$ cat src/rtl/decode_unit.sv
// rtl/decode_unit.sv - instruction decode with hold register, register file, busy scoreboard and output stage
module decode_unit #(
  parameter int XLEN  = 16,
  parameter int NREGS = 16
) (
  input  logic            clk,
  input  logic            rst,
  input  logic [XLEN-1:0] ins,
  input  logic            ins_valid,
  output logic            ins_ready,
  input  logic            flush,
  input  logic            wb_en,
  input  logic [3:0]      wb_rd,
  input  logic [XLEN-1:0] wb_data,
  output logic            d_valid,
  input  logic            d_ready,
  output logic [3:0]      d_op,
  output logic [3:0]      d_rd,
  output logic [XLEN-1:0] d_a,
  output logic [XLEN-1:0] d_b,
  output logic [XLEN-1:0] d_s,
  output logic            d_we,
  output logic            d_mem_rd,
  output logic            d_mem_wr,
  output logic            d_branch,
  output logic            d_jump,
  output logic [11:0]     d_imm12,
  output logic            d_illegal,
  output logic            halted
);

  localparam logic [3:0] OP_XOR  = 4'h4;
  localparam logic [3:0] OP_ADDI = 4'h5;
  localparam logic [3:0] OP_LDI  = 4'h6;
  localparam logic [3:0] OP_LD   = 4'h7;
  localparam logic [3:0] OP_ST   = 4'h8;
  localparam logic [3:0] OP_BEQ  = 4'h9;
  localparam logic [3:0] OP_JMP  = 4'hA;
  localparam logic [3:0] OP_HALT = 4'hF;

  logic            hold_valid;
  logic [XLEN-1:0] hold_ins;
  logic [NREGS-1:0] busy, busy_nxt;
  logic [XLEN-1:0] rf [NREGS];

  logic [3:0] op, rd, rs1, rs2;
  assign op  = hold_ins[15:12];
  assign rd  = hold_ins[11:8];
  assign rs1 = hold_ins[7:4];
  assign rs2 = hold_ins[3:0];

  logic [XLEN-1:0] rs1_val, rs2_val, rd_val, sext4, zext8;
  // Reads see a same-cycle writeback so an issuing op never needs a second pass.
  assign rs1_val = (rs1 == 4'd0) ? '0 : (wb_en && wb_rd == rs1) ? wb_data : rf[rs1];
  assign rs2_val = (rs2 == 4'd0) ? '0 : (wb_en && wb_rd == rs2) ? wb_data : rf[rs2];
  assign rd_val  = (rd  == 4'd0) ? '0 : (wb_en && wb_rd == rd)  ? wb_data : rf[rd];
  assign sext4   = {{(XLEN-4){hold_ins[3]}}, hold_ins[3:0]};
  assign zext8   = {{(XLEN-8){1'b0}}, hold_ins[7:0]};

  logic use_rs1, use_rs2, use_rd;
  logic we_dec, mem_rd_dec, mem_wr_dec, branch_dec, jump_dec, illegal_dec;
  logic [XLEN-1:0] b_dec;

  always_comb begin
    use_rs1     = 1'b0;
    use_rs2     = 1'b0;
    use_rd      = 1'b0;
    mem_rd_dec  = 1'b0;
    mem_wr_dec  = 1'b0;
    branch_dec  = 1'b0;
    jump_dec    = 1'b0;
    illegal_dec = 1'b0;
    b_dec       = rs2_val;
    if (op <= OP_XOR) begin
      use_rs1 = 1'b1;
      use_rs2 = 1'b1;
    end else begin
      case (op)
        OP_ADDI: begin use_rs1 = 1'b1; b_dec = sext4; end
        OP_LDI:  b_dec = zext8;
        OP_LD:   begin use_rs1 = 1'b1; b_dec = sext4; mem_rd_dec = 1'b1; end
        OP_ST:   begin use_rs1 = 1'b1; use_rd = 1'b1; b_dec = sext4; mem_wr_dec = 1'b1; end
        OP_BEQ:  begin use_rs1 = 1'b1; use_rd = 1'b1; b_dec = sext4; branch_dec = 1'b1; end
        OP_JMP:  jump_dec = 1'b1;
        OP_HALT: ;
        default: illegal_dec = 1'b1;
      endcase
    end
    we_dec = (op <= OP_LD) && (rd != 4'd0);
  end

  // A busy register being written back this cycle is already resolved via the bypass.
  logic hazard, issue, accept;
  assign hazard = (use_rs1 && busy[rs1] && !(wb_en && wb_rd == rs1)) ||
                  (use_rs2 && busy[rs2] && !(wb_en && wb_rd == rs2)) ||
                  (use_rd  && busy[rd]  && !(wb_en && wb_rd == rd));
  assign issue     = hold_valid && !hazard && (!d_valid || d_ready) && !halted && !flush;
  assign ins_ready = (!hold_valid || issue) && !halted && !flush && !rst;
  assign accept    = ins_valid && ins_ready;

  always_comb begin
    busy_nxt = busy;
    if (wb_en) busy_nxt[wb_rd] = 1'b0;
    if (issue && we_dec) busy_nxt[rd] = 1'b1;
    busy_nxt[0] = 1'b0;
  end

  always_ff @(posedge clk) begin
    if (rst) begin
      for (int i = 0; i < NREGS; i++) rf[i] <= '0;
    end else if (wb_en && wb_rd != 4'd0) begin
      rf[wb_rd] <= wb_data;
    end
  end

  always_ff @(posedge clk) begin
    if (rst) begin
      hold_valid <= 1'b0;
      hold_ins   <= '0;
      busy       <= '0;
      halted     <= 1'b0;
    end else begin
      busy <= busy_nxt;
      if (flush) hold_valid <= 1'b0;
      else if (accept) begin
        hold_valid <= 1'b1;
        hold_ins   <= ins;
      end else if (issue) hold_valid <= 1'b0;
      if (issue && op == OP_HALT) halted <= 1'b1;
    end
  end

  always_ff @(posedge clk) begin
    if (rst) begin
      d_valid   <= 1'b0;
      d_op      <= '0;
      d_rd      <= '0;
      d_a       <= '0;
      d_b       <= '0;
      d_s       <= '0;
      d_we      <= 1'b0;
      d_mem_rd  <= 1'b0;
      d_mem_wr  <= 1'b0;
      d_branch  <= 1'b0;
      d_jump    <= 1'b0;
      d_imm12   <= '0;
      d_illegal <= 1'b0;
    end else if (flush) begin
      d_valid <= 1'b0;
    end else if (issue) begin
      d_valid   <= 1'b1;
      d_op      <= op;
      d_rd      <= rd;
      d_a       <= rs1_val;
      d_b       <= b_dec;
      d_s       <= rd_val;
      d_we      <= we_dec;
      d_mem_rd  <= mem_rd_dec;
      d_mem_wr  <= mem_wr_dec;
      d_branch  <= branch_dec;
      d_jump    <= jump_dec;
      d_imm12   <= hold_ins[11:0];
      d_illegal <= illegal_dec;
    end else if (d_ready) begin
      d_valid <= 1'b0;
    end
  end

endmodule

$ cat config.mk
export PLATFORM = sky130hd
export DESIGN_NAME = decode_unit
export DESIGN_NICKNAME = d
export VERILOG_FILES = /design/src/rtl/decode_unit.sv
export SDC_FILE = /design/constraint.sdc
export NUM_CORES = 1
export LEC_CHECK = 0
export CAP_MARGIN = 20
export CORE_MARGIN = 2
export CORE_UTILIZATION = 40
export CTS_CLUSTER_SIZE = 24
export DETAILED_ROUTE_END_ITERATION = 12
export HOLD_SLACK_MARGIN = 0.1
export PLACE_DENSITY = 0.54
export SKIP_LAST_GASP = 1
export SLEW_MARGIN = 20
export SYNTH_ARGS = -nofsm -noshare
export SYNTH_HDL_FRONTEND = slang
export SYNTH_SLANG_ARGS = --single-unit
$ cat constraint.sdc
create_clock -name clk -period 8.6 [get_ports clk]
set_clock_uncertainty 0.2 [all_clocks]
set_input_delay 1.72 -clock clk [delete_from_list [all_inputs] [get_ports clk]]
set_output_delay 1.72 -clock clk [all_outputs]
set_load 0.005 [all_outputs]
# Word-level counts from Yosys, hierarchy flattened
# Memories as Yosys holds them, arrays and structs flattened. A register that Yosys moved wholly into a read port is not among the register bits.
# Cells that the tools add are included.
# classes
n_lt_le_gt_ge	8
eq_ne	10
muxes	53
bitwise_logic	4
n_reduce_logical	50
# op_table
operator	count
$mux 16	10
$pmux 16 s2	1
$mux 1	30
$mux 4	7
$logic_and 1x1->1	23
$lt 4x5->1 const B	4
$and 16x16->16	1
$eq 4x4->1 const B	4
$not 16->16	1
$or 16x16->16	1
$reduce_or 16->1	1
$bmux 1 s4	3
$eq 4x3->1 const B	3
$eq 4x4->1	3
$logic_not 4->1	3
$logic_not 1->1	9
$demux 1 s4	2
$ge 4x1->1 const B	2
$le 4x3->1 const B	2
$reduce_bool 4->1	2
$reduce_or 7->1	1
$logic_or 1x1->1	4
$reduce_and 2->1	2
$reduce_bool 2->1	2
3 further kinds	4
# word_totals
reg_bits	109
ramBits	256
input_bits	42
memories	1
# mem_list
memory	depth	word_bits	rd	rd_ports_with_merged_regs	write_ports	line	text
rf	16	16	3	3	16	44	logic [XLEN-1:0] rf [NREGS];

# Longest topological paths before layout
# Gate-level depths: netlist of run 1.
# logic_depth
depth_word	21
depth_mapped	11
ltp_nobuf	6

# Worst setup path after synthesis of run 1
# OpenSTA, ideal clock, no wires.
# synth_timing
kind	input-to-output
startpoint	in wb_rd[2]
endpoint	out ins_ready
t_arrival_ns	2.931
setup_slack_ns	3.749
path_stages	7
cell_sequence	buf_2 > xor2_1 > and3b_1 > nand3_1 > a32oi_1 > o21ai_0 > nor4_1
# synth_between
elab_chain_cells	15
word_cells_on_any_way	23
classes_between	eq/ne: 3; reduce/logical: 20
# synth_rtl
item	line	text
start, declared	13	input logic [3:0] wb_rd,
$eq 4x4->1 (on tied branches)	94, 95	
$logic_and 1x1->1 (on tied branches)	94, 95	
$logic_not 1->1 (on tied branches)	94, 95	
$logic_and 1x1->1 (on tied branches)	94, 95	
$logic_or 1x1->1	94	assign hazard = (use_rs1 && busy[rs1] && !(wb_en && wb_rd == rs1)) ||
$logic_or 1x1->1 (*)	95	(use_rs2 && busy[rs2] && !(wb_en && wb_rd == rs2)) ||
$logic_not 1->1 (*)	97	assign issue = hold_valid && !hazard && (!d_valid || d_ready) && !halted && !flush;
$logic_and 1x1->1 (*) (4 in a row)	97	
$logic_or 1x1->1 (*)	98	assign ins_ready = (!hold_valid || issue) && !halted && !flush && !rst;
$logic_and 1x1->1 (*) (3 in a row)	98	
end, declared	10	output logic ins_ready,
# Every way passes the cells marked *; elsewhere a longest branch is shown, timed or not.

# Worst setup path in the final report of run 1
# layout_timing
startpoint	in wb_rd[3]
endpoint	out ins_ready
# The elaborated chain is that of the path after synthesis.

==> flow_summary_export.csv, run 1 <==
group,metric,value,unit
timing,slew_headroom,29.8,%
timing,max_freq,0.150,GHz
global_routing,grt_use_met2,42.3,%
worst_setup_path,critPathRequiredTime,6.68,ns
power,sw_frac_of_total,25.8,%
clocking,cts_tree,"built",
die,die_x,234,um
routing,wire_per_inst,30.5,um
synth,yosysWarnings,0,
finish,nets,1636,
routing,drt-total-wl,70600,um
power,finalPower,4.49,mW
finish,n_antenna_cell,0,
global_routing,grt_pass1_wl,103000,um
global_routing,grt_use_met3,4.89,%
timing,rsz0062_at_grt,"false",
die,die-area,54700,um^2
finish,final_cell_count_no_fill,2315,
global_routing,antenna_found_initial,0,
global_routing,top_usage_layer,"met2",
die,io_pins,119,
global_routing,gr-total-overflow,0,
timing,fin_setup_tns,0,ns
global_routing,grt_pass1_vias,15200,
place,portBuffers,118,
synth,syn_area_per_cell,13.4,um^2
place,place_inst,2238,
routing,drt_iter0_drc,1834,
power,p_clk_share,41.5,%
clocking,cts.sinks,372,
worst_setup_path,path_class,"input port to output port",
synth,netlist_instances,1574,
die,dieHeight,234,um
worst_setup_path,cp_max_fo,15,
finish,syn2layout_area_growth,14.7,%
place,dp_hpwl,42400,um
power,p_int,3.33,mW
clocking,clock_latency,0.58,ns
worst_hold_path,holdCritPathClass,"flip-flop to flip-flop",
synth,dominantRegCellSynth,"edfxtp_1",
clocking,cts_resized,0,
finish,layout_commonest_cell,"edfxtp_1",
timing,finalCritPeriodShare,77.4,%
timing,slew_viol_final,0,
global_routing,grt_max_degree,68,
timing,setup_viol,0,
clocking,cts_setup_buffers,0,
routing,ant_nets,0,
global_routing,grt_util_all_layers,26.0,%
place,place.gp.congestion,0.867,
worst_setup_path,endpoint_kind,"output port",
routing,drc,0,
finish,n_fill_cell,4606,
synth,yosysSeqAreaShare,47.3,%
power,combPwrFrac,12.1,%
routing,vias,15400,
die,rows,84,
synth,syn-cell-area,21200,um^2
clocking,path_clk_slew,0.06,ns
power,p_leak,7.23,nW
finish,layout-drive-gt1-share,25.2,%
worst_setup_path,worst_setup_path_start_kind,"input port",
die,start_util,40.3,%
power,p_seq_share,46.4,%
worst_setup_path,crit_arrival,4.74,ns
synth,ys_ff_latch,372,
clocking,clockRootBuffer,"clkbuf_16",
power,p_per_area,185,nW/um^2
synth,async_flop_share,0,%
flow_run,max_cap_violations,0,
routing,first_pass_iters,8,
timing,timing.final.crit_period,6.66,ns
clocking,cts_buffer_depth,3,
synth,synth_edf_count,256,
clocking,hold_buffers,0,
clocking,htree_levels,2,
routing,via_per_inst,6.64,
power,switchingPower,1.16,mW
timing,hold_viol,0,
power,peakVddDrop,0.105,mV
timing,tightest_slew,1.05,ns
status,status,"finished, final reports clean",
synth,synth_cell_types,63,
clocking,numCtsBuffers,42,
finish,mostFrequentLayoutCells,"edfxtp_1 (256), mux4_2 (244), nor3_1 (177), clkdlybuf4s50_1 (115), dfxtp_1 (108)",
die,core_area,52400,um^2
global_routing,gr-usage-met1,35.4,%
path summary, 6_finish.rpt:
kind / startpoint / end / slack (ns) / cells after the start
max: wb_rd[3] / ins_ready / 1.94 / 8
min: d_imm12[5]$_SDFFE_PP0P_ / d_imm12[5]$_SDFFE_PP0P_ / 0.27 / 2
max reg2reg: hold_ins[3]$_SDFFE_PP0P_ / d_a[15]$_SDFFE_PP0P_ / 4.99 / 8
min reg2reg: d_imm12[5]$_SDFFE_PP0P_ / d_imm12[5]$_SDFFE_PP0P_ / 0.27 / 2
flip-flops by register name, indices dropped and copies added, names as in the netlist, named ones only:
name        cells
d_valid         1
d_mem_wr        1
d_s            16
d_we            1
busy           15
d_branch        1
d_b            16
d_rd            4
rf            256
hold_valid      1
d_imm12         8
d_illegal       1
d_a            16
d_jump          1
d_op            4
hold_ins       16
halted          1
d_mem_rd        1
power groups by stage:
| stage | clock, mW | combinational, mW | sequential [mW] |
|---|---|---|---|
| 3_3_place_gp | 0 | 0.531 | 2.11 |
| 4_1_cts | 1.89 | 0.536 | 2.08 |
| 5_1_grt | 1.94 | 0.564 | 2.10 |
| 6_report | 1.86 | 0.542 | 2.08 |
| 3_5_place_dp | 0 | 0.535 | 2.12 |
| 2_1_floorplan | 0 | 0.363 | 2.07 |
layer usage:
metal	wire length, um	vias up
met2	33400	846
met1	28600	7932
met3	6370	168
met5	0	-
met4	2230	0
li1	-	6418
area by class of cell:
| class | count | area, um^2 | share of cell area (%) |
|---|---|---|---|
| timing repair buffer | 157 | 1460 | 6.03 |
| clock inverter | 23 | 251 | 1.04 |
| inverter | 58 | 218 | 0.898 |
| clock buffer | 54 | 1150 | 4.73 |
| multi-input combinational | 963 | 10300 | 42.4 |
| sequential | 372 | 10000 | 41.3 |
| tap | 688 | 861 | 3.55 |
cell usage after synthesis (all sizes together) (8+ instances only):
master	n	area, um^2
a211oi	21	208
o31ai	30	225
mux4	244	5500
nand2	54	203
o211ai	8	65.1
nor3	178	896
nor2	28	105
nand4	29	203
dfxtp	116	2320
clkbuf	125	470
buf	71	384
and2	28	175
mux2i	70	701
inv	54	203
o21ai	28	140
o32ai	34	373
a21oi	33	165
a31oi	32	200
a22oi	8	60.1
nand3	11	60.1
edfxtp	256	7690
nor4	47	294
stage by stage:
| step | util [%] | instance area [um^2] | setup slack, ns | hold slack [ns] |
|---|---|---|---|---|
| 3_3_place_gp | 43.6 | 22800 | 2.01 | 0.259 |
| 4_1_cts | 46.2 | 24300 | 1.99 | 0.275 |
| 6_report | 46.2 | 24300 | 1.94 | 0.271 |
| 2_1_floorplan | - | 21200 | 3.75 | 0.252 |
| 3_5_place_dp | 43.6 | 22900 | 2.00 | 0.263 |
| 5_1_grt | 46.2 | 24300 | 1.73 | 0.286 |
worst max-delay path, cell delays in order:
cell             delay (ns)
clkdlybuf4s50_1        0.75
xnor2_1                0.20
and3b_1                0.21
nand3_1                0.53
a32oi_1                0.47
o21ai_0                0.12
nor4_1                 0.19
clkdlybuf4s50_1        0.54
cells by family after synthesis:
kind of cell / count (synthesis) / share of synthesized area [%]
xor+xnor: 13 / 0.538
other cells: 1 / 0.0177
compound gates: 215 / 7.61
flops: 372 / 47.3
mux: 316 / 29.4
buf+inv: 254 / 5.07
simple gates: 403 / 10.0
Note: power is estimated with default switching activity, not from simulation.
==> inputs of run 2 (changes only) <==
- clock period: 8.6 -> 6.4 ns (I/O delays scaled with it)
==> flow_summary_export.csv, run 2 (synthesis results as in run 1) <==
group,metric,value,unit
worst_setup_path,cpPeakStageDelay,0.74,ns
worst_hold_path,min_from,"d_illegal$_SDFFE_PP0P_",
timing,timing.final.crit_period,5.36,ns
finish,top_register,"rf",
worst_setup_path,cp_top_family,"buffers and inverters",
die,start_util,40.3,%
worst_setup_path,r2r_start,"hold_ins[8]$_SDFFE_PP0P_",
finish,layout_commonest_cell,"edfxtp_1",
clocking,cts_tree,"built",
finish,layout-drive-gt1-share,25.3,%
worst_setup_path,slowest_stage,"clkdlybuf4s50_1",
power,peakVddDrop,0.163,mV
status,status,"finished, final reports clean",
clocking,htree_levels,2,
timing,max_freq,0.187,GHz
flow_run,max_cap_violations,0,
worst_setup_path,cp_max_fo,15,
routing,drt-total-wl,71900,um
finish,n_fill_cell,4633,
timing,tightest_slew,1.08,ns
global_routing,grt_util_all_layers,26.5,%
routing,drt_iter0_drc,1700,
worst_hold_path,holdCritPathClass,"flip-flop to flip-flop",
power,finalPower,6.04,mW
global_routing,grt_pass1_vias,15200,
worst_setup_path,r2r_slack,2.35,ns
worst_setup_path,crit_top_cell,"clkdlybuf4s50_1",
finish,nets,1635,
die,rows,84,
routing,ant_nets,0,
worst_hold_path,whs_path_depth,2,
place,place.gp.congestion,0.874,
worst_setup_path,critPathRequiredTime,4.92,ns
routing,via_per_inst,6.63,
die,die-area,54700,um^2
clocking,path_clk_slew,0.06,ns
worst_hold_path,hold_path_end,"d_illegal$_SDFFE_PP0P_",
place,dp_hpwl,43700,um
clocking,clockRootBuffer,"clkbuf_16",
worst_setup_path,path_class,"input port to output port",
power,p_per_area,249,nW/um^2
finish,syn2layout_area_growth,14.8,%
global_routing,grt_pass1_wl,105000,um
die,die_x,234,um
power,p_leak,7.24,nW
worst_setup_path,crit_chain,"clkdlybuf4s50_1 > xnor2_1 > and3b_1 > nand3_1 > buf_4 > a32oi_1 > o21ai_0 > nor4_1 > clkdlybuf4s50_1",
timing,slew_viol_final,0,
clocking,numCtsBuffers,41,
routing,wire_per_inst,31.1,um
timing,finalCritPeriodShare,83.7,%
routing,wl_met3,6140,um
timing,fin_setup_tns,0,ns
routing,wl_met2,33600,um
worst_setup_path,crit_buf_inv,3,
worst_setup_path,reg2reg_to,"d_a[3]$_SDFFE_PP0P_",
worst_setup_path,reg2reg_depth,6,
clocking,cts.sinks,372,
clocking,cts_resized,0,
finish,final_cell_count_no_fill,2315,
timing,slew_headroom,27.9,%
worst_setup_path,worst_setup_path_start_kind,"input port",
global_routing,antenna_found_initial,2,
worst_setup_path,endpoint_kind,"output port",
power,p_int,4.48,mW
die,dieHeight,234,um
power,p_seq_share,46.5,%
routing,top_layer,"met5",
timing,setup_viol,0,
power,sw_frac_of_total,25.8,%
timing,hold_viol,0,
routing,wl_met1,29500,um
timing,rsz0062_at_grt,"false",
clocking,hold_buffers,0,
die,io_pins,119,
finish,largest_register_ffs,256,
worst_setup_path,crit_arrival,3.88,ns
clocking,cts_setup_buffers,0,
routing,first_pass_iters,7,
routing,drc,0,
die,core_area,52400,um^2
place,place_inst,2238,
place,portBuffers,118,
clocking,cts_buffer_depth,3,
global_routing,grt_max_degree,66,
finish,mostFrequentLayoutCells,"edfxtp_1 (256), mux4_2 (244), nor3_1 (177), clkdlybuf4s50_1 (115), dfxtp_1 (108)",
power,p_clk_share,41.5,%
power,switchingPower,1.56,mW
clocking,clock_latency,0.59,ns
global_routing,gr-total-overflow,0,
routing,vias,15400,
power,combPwrFrac,12.0,%
==> run 2: cell type report <==
| type | count | area (um^2) | share of cell area (%) |
|---|---|---|---|
| inverters | 58 | 218 | 0.897 |
| diodes | 1 | 2.50 | 0.0103 |
| clock buffers | 57 | 1200 | 4.94 |
| clock inverters | 19 | 206 | 0.850 |
| flip-flops and latches | 372 | 10000 | 41.3 |
| multi-input cells | 963 | 10300 | 42.4 |
| repair buffers | 157 | 1460 | 6.02 |
| well taps | 688 | 861 | 3.55 |
==> run 2: worst register-to-register path: cells and delay by family (launching register included) <==
kind	cells	cell delay [ns]
muxes	3	0.92
AOI/OAI and AO/OA	1	0.38
and+or+nand+nor	2	1.73
DFF	1	0.73
==> run 2: per-stage QoR <==
step / hold WS, ns / setup slack, ns / instance area, um^2 / util (%)
5_1_grt: 0.284 / 0.881 / 24300 / 46.3
2_1_floorplan: 0.252 / 2.43 / 21200 / -
3_3_place_gp: 0.257 / 1.10 / 22900 / 43.6
3_5_place_dp: 0.258 / 1.07 / 22900 / 43.6
4_1_cts: 0.267 / 1.06 / 24300 / 46.3
6_report: 0.265 / 1.04 / 24300 / 46.3
==> run 2: power groups by stage <==
| stage | clock network, mW | logic, mW | registers, mW |
|---|---|---|---|
| after detailed placement | 0 | 0.718 | 2.86 |
| final | 2.51 | 0.726 | 2.81 |
| after global placement | 0 | 0.716 | 2.85 |
| after global routing | 2.63 | 0.754 | 2.82 |
| after floorplan | 0 | 0.488 | 2.79 |
| after CTS | 2.53 | 0.720 | 2.80 |
==> run 2: worst max-delay path by stage <==
stage	start	to	slack, ns	depth (start not counted)
5_1_grt	wb_rd[3]	ins_ready	0.88	9
6_report	wb_rd[3]	ins_ready	1.04	9
4_1_cts	wb_rd[3]	ins_ready	1.06	9
3_3_place_gp	wb_rd[2]	ins_ready	1.10	9
2_1_floorplan	wb_rd[2]	ins_ready	2.43	7
3_5_place_dp	wb_rd[3]	ins_ready	1.07	9
==> run 2: layer usage <==
layer | vias to the layer above | global-route usage [%]
li1 | 6413 | -
met1 | 7978 | 36.6
met2 | 810 | 41.8
met3 | 155 | 4.74
met4 | 2 | 10.5
met5 | - | 0
==> inputs of run 3 (changes only) <==
- clock period: 6.4 -> 5.45 ns (I/O delays scaled with it)
==> flow_summary_export.csv, run 3 (synthesis results as in run 1) <==
group,metric,value,unit
power,p_int,5.15,mW
die,core_area,52400,um^2
power,p_per_area,286,nW/um^2
clocking,cts_setup_buffers,0,
die,start_util,40.3,%
timing,setup_viol,0,
global_routing,grt_pass1_wl,105000,um
global_routing,grt_max_degree,72,
routing,first_pass_iters,6,
routing,wire_per_inst,30.7,um
place,place.gp.congestion,0.860,
clocking,cts_resized,0,
die,io_pins,119,
worst_setup_path,worst_setup_path_start_kind,"input port",
finish,layout_commonest_cell,"edfxtp_1",
power,peakVddDrop,0.185,mV
timing,whs,0.271,ns
power,p_seq_share,47.0,%
clocking,hold_buffers,0,
place,place_area,23000,um^2
timing,hold_viol,0,
timing,slew_headroom,29.4,%
timing,fin_setup_tns,0,ns
die,die_x,234,um
worst_setup_path,crit_arrival,3.60,ns
worst_setup_path,critPathRequiredTime,4.16,ns
clocking,cts_tree,"built",
clocking,cts.sinks,372,
worst_setup_path,endpoint_kind,"output port",
flow_run,max_cap_violations,0,
finish,syn2layout_area_growth,15.1,%
clocking,cts_buffer_depth,3,
die,die-area,54700,um^2
finish,register_area,10000,um^2
worst_hold_path,holdCritPathClass,"flip-flop to flip-flop",
clocking,clockRootBuffer,"clkbuf_16",
global_routing,antenna_found_initial,0,
timing,tightest_slew,1.06,ns
worst_setup_path,cp_max_fo,11,
finish,n_antenna_cell,0,
clocking,path_clk_slew,0.06,ns
die,dieHeight,234,um
finish,multi_input_area,10300,um^2
clocking,numCtsBuffers,42,
power,sw_frac_of_total,26.0,%
finish,layout-drive-gt1-share,25.7,%
place,dp_hpwl,44400,um
routing,via_per_inst,6.62,
routing,drc,0,
power,combPwrFrac,12.6,%
finish,top_register,"rf",
timing,finalCritPeriodShare,89.7,%
finish,nets,1652,
die,rows,84,
finish,fin_area,24300,um^2
place,portBuffers,118,
power,switchingPower,1.81,mW
routing,drt_iter0_drc,1658,
timing,slew_viol_final,0,
clocking,htree_levels,2,
finish,n_fill_cell,4619,
routing,vias,15400,
routing,ant_nets,0,
power,p_leak,7.30,nW
global_routing,grt_util_all_layers,26.5,%
finish,mostFrequentLayoutCells,"edfxtp_1 (256), mux4_2 (244), nor3_1 (177), clkdlybuf4s50_1 (115), dfxtp_1 (109)",
routing,drt-total-wl,71500,um
global_routing,grt_pass1_vias,15200,
global_routing,gr-total-overflow,0,
timing,rsz0062_at_grt,"false",
clocking,clock_latency,0.58,ns
timing,max_freq,0.205,GHz
timing,timing.final.crit_period,4.89,ns
status,status,"finished, final reports clean",
worst_setup_path,path_class,"input port to output port",
power,p_clk_share,40.4,%
finish,largest_register_ffs,256,
## run 3: power by group through the flow
stage	registers (mW)	clock network, mW	logic [mW]
floorplan	3.27	0	0.573
global placement	3.33	0	0.850
detailed placement	3.34	0	0.854
CTS	3.28	2.85	0.855
global route	3.29	2.95	0.910
finish	3.28	2.81	0.876
## run 3: area by class of cell
| class | instances | share of cell area [%] |
|---|---|---|
| Tap cell | 688 | 3.54 |
| Timing Repair Buffer | 173 | 6.82 |
| Clock buffer | 54 | 4.67 |
| Inverter | 58 | 0.894 |
| Sequential cell | 372 | 41.2 |
| Multi-Input combinational cell | 963 | 42.1 |
| Clock inverter | 21 | 0.745 |
## run 3: per-stage QoR
step / setup WS, ns / total power [mW] / instances / util (%)
after floorplan: 1.79 / 3.84 / 1589 / -
final: 0.563 / 6.97 / 2329 / 46.4
after detailed placement: 0.646 / 4.20 / 2252 / 43.8
after global routing: 0.413 / 7.15 / 2329 / 46.4
after CTS: 0.640 / 6.99 / 2327 / 46.3
after global placement: 0.608 / 4.18 / 2252 / 43.8
## run 3: worst max-delay path: stages
cell and delay [ns]:
clkdlybuf4s50_1 0.66, xor2_1 0.25, nor3_1 0.27, a31oi_1 0.15
a32oi_1 0.30, o21ai_0 0.13, nor4_1 0.18, clkdlybuf4s50_1 0.55
## run 3: final timing paths
kind | start | end | slack (ns) | cells after the start
hold / removal | d_imm12[6]$_SDFFE_PP0P_ | d_imm12[6]$_SDFFE_PP0P_ | 0.27 | 2
setup / recovery | wb_rd[2] | ins_ready | 0.56 | 8
setup reg to reg | hold_ins[1]$_SDFFE_PP0P_ | d_b[6]$_SDFFE_PP0P_ | 1.88 | 7
hold reg to reg | d_imm12[6]$_SDFFE_PP0P_ | d_imm12[6]$_SDFFE_PP0P_ | 0.27 | 2
## run 3: metal layers
layer	vias up	part of all wire [%]	GRT usage, %
met1	8010	41	36.8
met4	2	2.9	9.12
met3	131	8.8	4.12
met2	827	47	42.6
li1	6450	-	-
met5	-	0.052	0.536
